**src/rtl/pe_array_sequencer_if.sv**
```systemverilog
// Control bundle between the layer controller / input data buffer and the PE array sequencer.
// The master side drives config, start and in_valid; the sequencer (slave) drives everything else.
interface pe_array_sequencer_if #(
   parameter int N_PE      = 8,
   parameter int ADDR_FIFO = 10
);
   logic                   start;
   logic [ADDR_FIFO-1:0]   row_length;
   logic [2:0]             kernel_size;
   logic [15:0]            n_rows;
   logic [N_PE-1:0]        active_cols;
   logic                   accumulate;
   logic [2:0]             nl_type;
   logic                   final_bank_in;
   logic                   in_valid;
   logic                   in_ready;
   logic [N_PE*N_PE-1:0]   shifting_filter;
   logic [N_PE*N_PE-1:0]   shifting_line;
   logic [N_PE*N_PE-1:0]   mac_enable;
   logic                   line_buffer_reset;
   logic [ADDR_FIFO-1:0]   row_length_out;
   logic [N_PE-1:0]        adder_enable;
   logic [N_PE-1:0]        feedback_enable;
   logic [N_PE-1:0]        nl_enable;
   logic                   final_filter_bank;
   logic                   busy;
   logic                   done;
   logic                   cfg_err;

   modport master (
      output start, row_length, kernel_size, n_rows, active_cols, accumulate, nl_type,
             final_bank_in, in_valid,
      input  in_ready, shifting_filter, shifting_line, mac_enable, line_buffer_reset,
             row_length_out, adder_enable, feedback_enable, nl_enable, final_filter_bank,
             busy, done, cfg_err
   );

   modport slave (
      input  start, row_length, kernel_size, n_rows, active_cols, accumulate, nl_type,
             final_bank_in, in_valid,
      output in_ready, shifting_filter, shifting_line, mac_enable, line_buffer_reset,
             row_length_out, adder_enable, feedback_enable, nl_enable, final_filter_bank,
             busy, done, cfg_err
   );
endinterface

```
**src/rtl/pe_array_sequencer.sv**
```systemverilog
// Sequences one convolution pass over the PE array: line-buffer reset, filter load,
// line priming and streaming/MAC, paced by the in_valid/in_ready handshake.
//
// state    | meaning
// ---------+-------------------------------------------------------------
// IDLE     | waiting for start; illegal config pulses cfg_err
// LB_RST   | one-cycle line_buffer_reset, counters loaded
// FLOAD    | K*K filter beats, shifting_filter on active PEs
// PRIME    | (K-1)*W line beats, no MAC
// STREAM   | (H-K+1) rows of W beats, MAC once column x >= K-1
// DRAIN    | MAC_LAT+1 cycles for the adder pipeline to empty
// DONE     | one-cycle done pulse
module pe_array_sequencer #(
   parameter int N_PE      = 8,
   parameter int ADDR_FIFO = 10,
   parameter int MAC_LAT   = 1
) (
   input logic                  clk,
   input logic                  rst,
   pe_array_sequencer_if.slave  bus
);

   localparam int NPE2 = N_PE * N_PE;

   typedef enum logic [2:0] {
      S_IDLE, S_LB_RST, S_FLOAD, S_PRIME, S_STREAM, S_DRAIN, S_DONE
   } state_t;

   state_t state, state_nxt;

   logic [ADDR_FIFO-1:0] w_q;
   logic [2:0]           k_q;
   logic [15:0]          h_q;
   logic [N_PE-1:0]      m_q;
   logic                 acc_q;
   logic [2:0]           nl_type_q;
   logic                 fb_q;

   logic [15:0]          beat_cnt;
   logic [15:0]          row_cnt;
   logic [ADDR_FIFO-1:0] x_cnt;

   logic                 cfg_bad;
   logic                 accept;
   logic                 ready_i;
   logic                 beat;
   logic                 beat_tc;
   logic                 x_last;
   logic                 row_tc;
   logic                 mac_col_ok;
   logic                 cfg_err_q;
   logic [15:0]          fload_len;
   logic [15:0]          prime_len;
   logic [NPE2-1:0]      pe_mask;
   logic [N_PE-1:0]      col_mac;
   logic [N_PE-1:0]      nl_q;
   logic [N_PE-1:0]      adder_pipe [MAC_LAT];

   always_comb begin
      cfg_bad = (bus.kernel_size == 3'd0)
             || (32'(bus.kernel_size) > N_PE)
             || (32'(bus.row_length) < 32'(bus.kernel_size))
             || (32'(bus.n_rows) < 32'(bus.kernel_size))
             || (bus.active_cols == '0);
   end

   assign accept     = (state == S_IDLE) && bus.start && !cfg_bad;
   assign ready_i    = (state == S_FLOAD) || (state == S_PRIME) || (state == S_STREAM);
   assign beat       = bus.in_valid && ready_i;
   assign beat_tc    = (beat_cnt == '0);
   assign x_last     = (x_cnt == w_q - ADDR_FIFO'(1));
   assign row_tc     = (row_cnt == '0);
   assign mac_col_ok = (32'(x_cnt) + 32'd1) >= 32'(k_q);
   // Terminal counts are loaded as length-1 so the down-counter ends on zero.
   assign fload_len  = 16'(k_q) * 16'(k_q) - 16'd1;
   assign prime_len  = 16'(k_q - 3'd1) * 16'(w_q) - 16'd1;

   always_comb begin
      pe_mask = '0;
      for (int r = 0; r < N_PE; r++) begin
         for (int c = 0; c < N_PE; c++) begin
            pe_mask[r*N_PE + c] = (r < 32'(k_q)) && m_q[c];
         end
      end
   end

   always_ff @(posedge clk) begin
      if (rst) begin
         state <= S_IDLE;
      end else begin
         state <= state_nxt;
      end
   end

   always_comb begin
      state_nxt = state;
      case (state)
         S_IDLE:   if (accept) state_nxt = S_LB_RST;
         S_LB_RST: state_nxt = S_FLOAD;
         S_FLOAD:  if (beat && beat_tc) state_nxt = (k_q == 3'd1) ? S_STREAM : S_PRIME;
         S_PRIME:  if (beat && beat_tc) state_nxt = S_STREAM;
         S_STREAM: if (beat && x_last && row_tc) state_nxt = S_DRAIN;
         S_DRAIN:  if (beat_tc) state_nxt = S_DONE;
         S_DONE:   state_nxt = S_IDLE;
         default:  state_nxt = S_IDLE;
      endcase
   end

   always_comb begin
      bus.in_ready          = ready_i;
      bus.line_buffer_reset = (state == S_LB_RST);
      bus.busy              = (state != S_IDLE);
      bus.done              = (state == S_DONE);
      bus.shifting_filter   = '0;
      bus.shifting_line     = '0;
      bus.mac_enable        = '0;
      if (beat) begin
         case (state)
            S_FLOAD:  bus.shifting_filter = pe_mask;
            S_PRIME:  bus.shifting_line   = pe_mask;
            S_STREAM: begin
               bus.shifting_line = pe_mask;
               if (mac_col_ok) bus.mac_enable = pe_mask;
            end
            default: ;
         endcase
      end
   end

   always_ff @(posedge clk) begin
      if (rst) begin
         w_q       <= '0;
         k_q       <= '0;
         h_q       <= '0;
         m_q       <= '0;
         acc_q     <= 1'b0;
         nl_type_q <= '0;
         fb_q      <= 1'b0;
         beat_cnt  <= '0;
         row_cnt   <= '0;
         x_cnt     <= '0;
      end else begin
         case (state)
            S_IDLE: begin
               if (accept) begin
                  w_q       <= bus.row_length;
                  k_q       <= bus.kernel_size;
                  h_q       <= bus.n_rows;
                  m_q       <= bus.active_cols;
                  acc_q     <= bus.accumulate;
                  nl_type_q <= bus.nl_type;
                  fb_q      <= bus.final_bank_in;
               end
            end
            S_LB_RST: begin
               beat_cnt <= fload_len;
               x_cnt    <= '0;
               row_cnt  <= h_q - 16'(k_q);
            end
            S_FLOAD: begin
               if (beat) beat_cnt <= beat_tc ? prime_len : beat_cnt - 16'd1;
            end
            S_PRIME: begin
               if (beat && !beat_tc) beat_cnt <= beat_cnt - 16'd1;
            end
            S_STREAM: begin
               // Beat counter is idle here; preload it with the drain length.
               beat_cnt <= 16'(MAC_LAT);
               if (beat) begin
                  if (x_last) begin
                     x_cnt <= '0;
                     if (!row_tc) row_cnt <= row_cnt - 16'd1;
                  end else begin
                     x_cnt <= x_cnt + ADDR_FIFO'(1);
                  end
               end
            end
            S_DRAIN: begin
               if (!beat_tc) beat_cnt <= beat_cnt - 16'd1;
            end
            default: ;
         endcase
      end
   end

   always_ff @(posedge clk) begin
      if (rst) begin
         cfg_err_q <= 1'b0;
      end else begin
         cfg_err_q <= (state == S_IDLE) && bus.start && cfg_bad;
      end
   end

   always_comb begin
      col_mac = '0;
      for (int r = 0; r < N_PE; r++) begin
         for (int c = 0; c < N_PE; c++) begin
            col_mac[c] = col_mac[c] | bus.mac_enable[r*N_PE + c];
         end
      end
   end

   always_ff @(posedge clk) begin
      if (rst) begin
         for (int i = 0; i < MAC_LAT; i++) adder_pipe[i] <= '0;
         nl_q <= '0;
      end else begin
         adder_pipe[0] <= col_mac;
         for (int i = 1; i < MAC_LAT; i++) adder_pipe[i] <= adder_pipe[i-1];
         nl_q <= (nl_type_q != 3'd0) ? adder_pipe[MAC_LAT-1] : '0;
      end
   end

   assign bus.adder_enable      = adder_pipe[MAC_LAT-1];
   assign bus.feedback_enable   = adder_pipe[MAC_LAT-1] & {N_PE{acc_q}};
   assign bus.nl_enable         = nl_q;
   assign bus.row_length_out    = w_q;
   assign bus.final_filter_bank = fb_q;
   assign bus.cfg_err           = cfg_err_q;

endmodule

```
**src/flat_wrapper.sv**
```systemverilog
// flat-port wrapper written by rule: the top's interface ports become plain ports
module pe_array_sequencer_flat 
#(
   parameter int N_PE      = 8,
   parameter int ADDR_FIFO = 10,
   parameter int MAC_LAT   = 1
)
  (clk, rst, bus_start, bus_row_length, bus_kernel_size, bus_n_rows, bus_active_cols, bus_accumulate, bus_nl_type, bus_final_bank_in, bus_in_valid, bus_in_ready, bus_shifting_filter, bus_shifting_line, bus_mac_enable, bus_line_buffer_reset, bus_row_length_out, bus_adder_enable, bus_feedback_enable, bus_nl_enable, bus_final_filter_bank, bus_busy, bus_done, bus_cfg_err);
  pe_array_sequencer_if #(.N_PE(N_PE), .ADDR_FIFO(ADDR_FIFO)) bus_i ();
  input logic clk;
  input logic rst;
  input wire logic [$bits(bus_i.start)-1:0] bus_start;
  input wire logic [$bits(bus_i.row_length)-1:0] bus_row_length;
  input wire logic [$bits(bus_i.kernel_size)-1:0] bus_kernel_size;
  input wire logic [$bits(bus_i.n_rows)-1:0] bus_n_rows;
  input wire logic [$bits(bus_i.active_cols)-1:0] bus_active_cols;
  input wire logic [$bits(bus_i.accumulate)-1:0] bus_accumulate;
  input wire logic [$bits(bus_i.nl_type)-1:0] bus_nl_type;
  input wire logic [$bits(bus_i.final_bank_in)-1:0] bus_final_bank_in;
  input wire logic [$bits(bus_i.in_valid)-1:0] bus_in_valid;
  output wire logic [$bits(bus_i.in_ready)-1:0] bus_in_ready;
  output wire logic [$bits(bus_i.shifting_filter)-1:0] bus_shifting_filter;
  output wire logic [$bits(bus_i.shifting_line)-1:0] bus_shifting_line;
  output wire logic [$bits(bus_i.mac_enable)-1:0] bus_mac_enable;
  output wire logic [$bits(bus_i.line_buffer_reset)-1:0] bus_line_buffer_reset;
  output wire logic [$bits(bus_i.row_length_out)-1:0] bus_row_length_out;
  output wire logic [$bits(bus_i.adder_enable)-1:0] bus_adder_enable;
  output wire logic [$bits(bus_i.feedback_enable)-1:0] bus_feedback_enable;
  output wire logic [$bits(bus_i.nl_enable)-1:0] bus_nl_enable;
  output wire logic [$bits(bus_i.final_filter_bank)-1:0] bus_final_filter_bank;
  output wire logic [$bits(bus_i.busy)-1:0] bus_busy;
  output wire logic [$bits(bus_i.done)-1:0] bus_done;
  output wire logic [$bits(bus_i.cfg_err)-1:0] bus_cfg_err;
  assign bus_i.start = bus_start;
  assign bus_i.row_length = bus_row_length;
  assign bus_i.kernel_size = bus_kernel_size;
  assign bus_i.n_rows = bus_n_rows;
  assign bus_i.active_cols = bus_active_cols;
  assign bus_i.accumulate = bus_accumulate;
  assign bus_i.nl_type = bus_nl_type;
  assign bus_i.final_bank_in = bus_final_bank_in;
  assign bus_i.in_valid = bus_in_valid;
  assign bus_in_ready = bus_i.in_ready;
  assign bus_shifting_filter = bus_i.shifting_filter;
  assign bus_shifting_line = bus_i.shifting_line;
  assign bus_mac_enable = bus_i.mac_enable;
  assign bus_line_buffer_reset = bus_i.line_buffer_reset;
  assign bus_row_length_out = bus_i.row_length_out;
  assign bus_adder_enable = bus_i.adder_enable;
  assign bus_feedback_enable = bus_i.feedback_enable;
  assign bus_nl_enable = bus_i.nl_enable;
  assign bus_final_filter_bank = bus_i.final_filter_bank;
  assign bus_busy = bus_i.busy;
  assign bus_done = bus_i.done;
  assign bus_cfg_err = bus_i.cfg_err;
  pe_array_sequencer #(.N_PE(N_PE), .ADDR_FIFO(ADDR_FIFO), .MAC_LAT(MAC_LAT)) u_core (.clk(clk), .rst(rst), .bus(bus_i));
endmodule
```
**config.mk**
```make
export PLATFORM = sky130hd
export DESIGN_NAME = pe_array_sequencer_flat
export DESIGN_NICKNAME = d
export VERILOG_FILES = /design/src/rtl/pe_array_sequencer_if.sv /design/src/rtl/pe_array_sequencer.sv /design/src/flat_wrapper.sv
export SDC_FILE = /design/constraint.sdc
export NUM_CORES = 1
export LEC_CHECK = 0
export BUFFER_PORTS_ARGS = -buffer_cell sky130_fd_sc_hd__clkbuf_2
export CAP_MARGIN = 20
export CORE_UTILIZATION = 45
export CTS_CLUSTER_DIAMETER = 80
export DETAILED_ROUTE_END_ITERATION = 10
export HOLD_SLACK_MARGIN = 0.06
export PLACE_DENSITY = 0.73
export SETUP_SLACK_MARGIN = 0.05
export SLEW_MARGIN = 20
export SYNTH_ARGS = -nofsm -noshare
export SYNTH_HDL_FRONTEND = slang
export SYNTH_SLANG_ARGS = --single-unit
```
**constraint.sdc**
```tcl
create_clock -name clk -period 8.4 [get_ports clk]
set_input_delay 0.84 -clock clk [delete_from_list [all_inputs] [get_ports clk]]
set_output_delay 0.84 -clock clk [all_outputs]
set_load 0.005 [all_outputs]
```
==> qor.tcl <==
set qor(clock_buffers_created_by_tritoncts) 9
set qor(end_kind) {flip-flop}
set qor(layout.filler_cells) 2165
set qor(worst_r2r_endpoint) {u_core.beat_cnt[12]}
set qor(detail_route.wl_per_cell_um) 17.2
set qor(seq_area_um2) 2080
set qor(detailroute.via_count) 10200
set qor(first_pass_iters) 5
set qor(max_cap_violations) 0
set qor(grt_setup_unrepaired) {no}
set qor(powerDensity_nw_per_um2) 427
set qor(core_area_um2) 21900
set qor(syn_area_per_cell_um2) 7.48
set qor(muxShareOfSynthArea_pct) 4.56
set qor(detailedPlacementHpwl_um) 24100
set qor(synth_largest_area_cell) {sky130_fd_sc_hd__dfxtp_1}
set qor(post_synth_simple_gate_area_pct) 27.8
set qor(synth.ff_latch_count) 104
set qor(critical_path.startpoint) {u_core.k_q[0]}
set qor(worstRegToRegCells) 19
set qor(critical_path_class) {reg2reg}
set qor(fp.dieH_um) 152
set qor(synth_top_cells_by_area) {sky130_fd_sc_hd__dfxtp_1 (21%), sky130_fd_sc_hd__fa_1 (9.7%), sky130_fd_sc_hd__ha_1 (8.3%)}
set qor(area_growth_pct) 15.7
set qor(synth.cell_area_um2) 10100
set qor(first_global_vias) 9141
set qor(hold_path_class) {reg2reg}
set qor(synth_top_family_by_area) {simple AND/OR/NAND/NOR gates}
set qor(synthTopCellsByCount) {sky130_fd_sc_hd__nor2_1 (220), sky130_fd_sc_hd__inv_1 (114), sky130_fd_sc_hd__dfxtp_1 (104)}
set qor(arrival_ns) 6.73
set qor(clk_root_buffer_cell) {sky130_fd_sc_hd__clkbuf_16}
set qor(power.total_mw) 4.98
set qor(final_period_util_pct) 77.1
set qor(post_drt_via_cell_ratio) 5.59
set qor(slew_headroom_pct) 25.2
set qor(worst-r2r-setup-slack_ns) 1.92
set qor(grt_usage_pct) 27.0
set qor(cp-endpoint) {u_core.beat_cnt[12]}
set qor(start_kind) {flip-flop}
set qor(worst_clock_skew_ns) 0.00894
set qor(path_clk_slew_ns) 0.08
set qor(synth_adder_area_share_pct) 18.0
set qor(synthesis.instances) 1349
set qor(die_area_um2) 23000
set qor(final-max-slew-violation-count) 0
set qor(worstSkewPairLatency_ns) 0.37
set qor(synthArstFlopShare_pct) 0
set qor(post_synth_top_flop) {sky130_fd_sc_hd__dfxtp_1}
set qor(layout.nets) 1701
set qor(drtIter0Drc) 695
set qor(numPlacedInstances) 1808
set qor(hp-start) {u_core.adder_pipe[0][5]}
set qor(yosysMostFrequentCell) {sky130_fd_sc_hd__nor2_1}
set qor(synth_edf_count) 0
set qor(grt.overflow.total) 0
set qor(detail_route.drc_violations) 0
set qor(cp_slowest_stage_delay_ns) 0.71
set qor(start_util_pct) 46.1
set qor(gp_congestion) 0.964
set qor(ant_nets) 0
set qor(finish.cell_count_without_fillers) 1824
set qor(p_leak_nw) 5.54
set qor(drt-total-wl_um) 31400
set qor(synth_top_cell_area_share_pct) 20.6
set qor(synth_cell_type_count) 70
set qor(grt_antenna_before_repair) 0
set qor(boundaryPins) 278
set qor(number_of_port_buffers) 253
set qor(multi_input_gate_area_um2) 7160
set qor(pre_cts_ws_ns) 2.00
set qor(critical_path.max_fanout) 17
set qor(synth_xor_xnor_area_share_pct) 6.04
set qor(drive_gt1_share_pct) 19.4
set qor(clock_tree.htree_level_count) 3
set qor(timing.setup.tns_ns) 0
set qor(max_slew.worst_pin.slew_ns) 1.12
set qor(row_count) 54
set qor(req_time_crit_path_ns) 8.65
set qor(insertedDiodeCount) 0
set qor(status) {finished, final reports clean}
set qor(path_cells) {clkinv_1 -> ha_1 -> ha_1 -> nor2b_1 -> fa_1 -> ha_1 -> fa_1 -> fa_1 -> inv_1 -> fa_1 -> inv_1 -> ha_1 -> a21oi_1 -> o21ai_0 -> o311a_1 -> a311oi_1 -> xnor2_1 -> a221oi_1 -> nor2_1}
set qor(grt_start_max_net_pins) 63
set qor(crit_path_top_delay_cell) {sky130_fd_sc_hd__dfxtp_1}
set qor(die_w_um) 152
set qor(ir_worst_vdd_mv) 0.435
set qor(crit-reg2reg-launch) {u_core.k_q[0]}
set qor(worst_slack_ns) 1.92
set qor(cts_post_setup_buffers_inserted) 0
set qor(synthesis.yosys.warnings) 0
set qor(synth_compound_area_share_pct) 13.4
set qor(tritoncts) {yes}
set qor(timing.final.setup_violations) 0
set qor(cells_resized_by_post_cts_repair) 0
set qor(synth.yosys.seq_area_share_pct) 20.6
set qor(clock.fmax_mhz) 154
set qor(timing_hold_violations_final) 0
set qor(cts_sinks) 104
set qor(min_period_ns) 6.48
set qor(grt_first_pass_wirelength_um) 48400
set qor(cts_hold_buffers_added) 0
set qor(cts.path.max_buffers) 2
layer usage:
layer | up-vias | share of wire (%) | global-route usage, %
li1 | 4892 | - | -
met1 | 4808 | 42 | 35.0
met2 | 422 | 48 | 44.5
met3 | 70 | 6.3 | 3.74
met4 | 0 | 3.8 | 11.7
met5 | - | 0 | 0
flip-flops by register name, indices dropped and copies added, names as in the netlist:
name                          flops
u_core.bus.nl_enable              8
u_core.x_cnt                     10
u_core.acc_q                      1
u_core.row_cnt                   16
u_core.bus.cfg_err                1
u_core.h_q                       16
u_core.nl_type_q                  3
u_core.beat_cnt                  16
u_core.k_q                        3
u_core.bus.row_length_out        10
u_core.m_q                        8
u_core.bus.final_filter_bank      1
u_core.adder_pipe                 8
u_core.state                      3
worst min-delay path by stage:
| stage | to | depth (start not counted) |
|---|---|---|
| after global routing | u_core.bus.nl_enable[5] | 1 |
| final | u_core.bus.nl_enable[5] | 1 |
| after global placement | u_core.bus.nl_enable[5] | 1 |
| after floorplan | u_core.beat_cnt[4] | 2 |
| after detailed placement | u_core.bus.nl_enable[5] | 1 |
| after CTS | u_core.beat_cnt[4] | 2 |
stage by stage:
stage	instance area [um^2]	hold slack (ns)	util, %
6_report	11700	0.495	53.3
5_1_grt	11700	0.524	53.3
4_1_cts	11700	0.498	53.3
3_5_place_dp	11400	0.482	51.9
3_3_place_gp	11400	0.474	51.9
2_1_floorplan	10200	0.458	-
cell families after synthesis:
family / count (synthesis)
flip-flops: 104
adder cells (fa/ha/maj): 116
XOR/XNOR: 68
multiplexers: 46
AND/OR/NAND/NOR: 588
other: 1
AO/OA/AOI/OAI: 204
buffers and inverters: 222
report_power, final:
group	leakage [nW]	internal, mW	switching (mW)
Sequential	0.848	0.587	0.152
Combinational	4.55	1.55	2.26
Clock	0.147	0.214	0.220
placed cells by master, fill, tap and decap left out, types with 3 or more instances in the layout:
cell type                   Yosys  layout
sky130_fd_sc_hd__nand4_1       20      20
sky130_fd_sc_hd__o32ai_1        3       3
sky130_fd_sc_hd__clkbuf_16      0       9
sky130_fd_sc_hd__xnor2_1       35      35
sky130_fd_sc_hd__and2_1        39      39
sky130_fd_sc_hd__dfxtp_1      104     104
sky130_fd_sc_hd__nor4_1        24      24
sky130_fd_sc_hd__a22oi_1        3       3
sky130_fd_sc_hd__a22o_1         8       8
sky130_fd_sc_hd__or2_2          5       5
sky130_fd_sc_hd__nand2b_1      22      22
sky130_fd_sc_hd__clkbuf_2       0     253
sky130_fd_sc_hd__nand3_1       26      26
sky130_fd_sc_hd__xor2_1        32      32
sky130_fd_sc_hd__ha_1          67      67
sky130_fd_sc_hd__mux2i_1       46      46
sky130_fd_sc_hd__nand2_1       91      90
sky130_fd_sc_hd__a211oi_1       4       4
sky130_fd_sc_hd__nor2b_1       22      22
sky130_fd_sc_hd__or3_1         10      10
sky130_fd_sc_hd__inv_1        114     114
sky130_fd_sc_hd__o21a_1         3       3
sky130_fd_sc_hd__conb_1         1      24
sky130_fd_sc_hd__o311ai_0       4       4
sky130_fd_sc_hd__nor3_1        80      79
sky130_fd_sc_hd__o211ai_1      13      13
sky130_fd_sc_hd__nor3b_1        3       3
sky130_fd_sc_hd__o311ai_2       3       3
sky130_fd_sc_hd__o22ai_1        5       5
sky130_fd_sc_hd__and3_1        10      10
sky130_fd_sc_hd__a21o_1        18      18
sky130_fd_sc_hd__fa_1          49      49
sky130_fd_sc_hd__nor2_1       220     220
sky130_fd_sc_hd__buf_4         25       8
sky130_fd_sc_hd__a21oi_1       55      55
sky130_fd_sc_hd__a31oi_1        3       3
sky130_fd_sc_hd__or4_1          8       8
sky130_fd_sc_hd__o21ai_0       50      49
sky130_fd_sc_hd__a221oi_1       4       4
worst max-delay path: cells and delay by family, from the launching register on:
| kind | cells | cell delay, ns |
|---|---|---|
| adders and majority gates | 8 | 3.40 |
| AOI/OAI and AO/OA | 5 | 1.34 |
| DFF | 1 | 0.71 |
| buffers and inverters | 3 | 0.53 |
| and+or+nand+nor | 2 | 0.27 |
| xor gates and xnor gates | 1 | 0.10 |
cell type report:
class / instances / area share, %
multi-input cells: 1046 / 61.4
flip-flops and latches: 104 / 17.8
repair buffers: 261 / 11.4
inverters: 117 / 3.76
well taps: 280 / 3.00
clock buffers: 9 / 1.93
clock inverters: 7 / 0.729
Note: power is estimated with default switching activity, not from simulation.
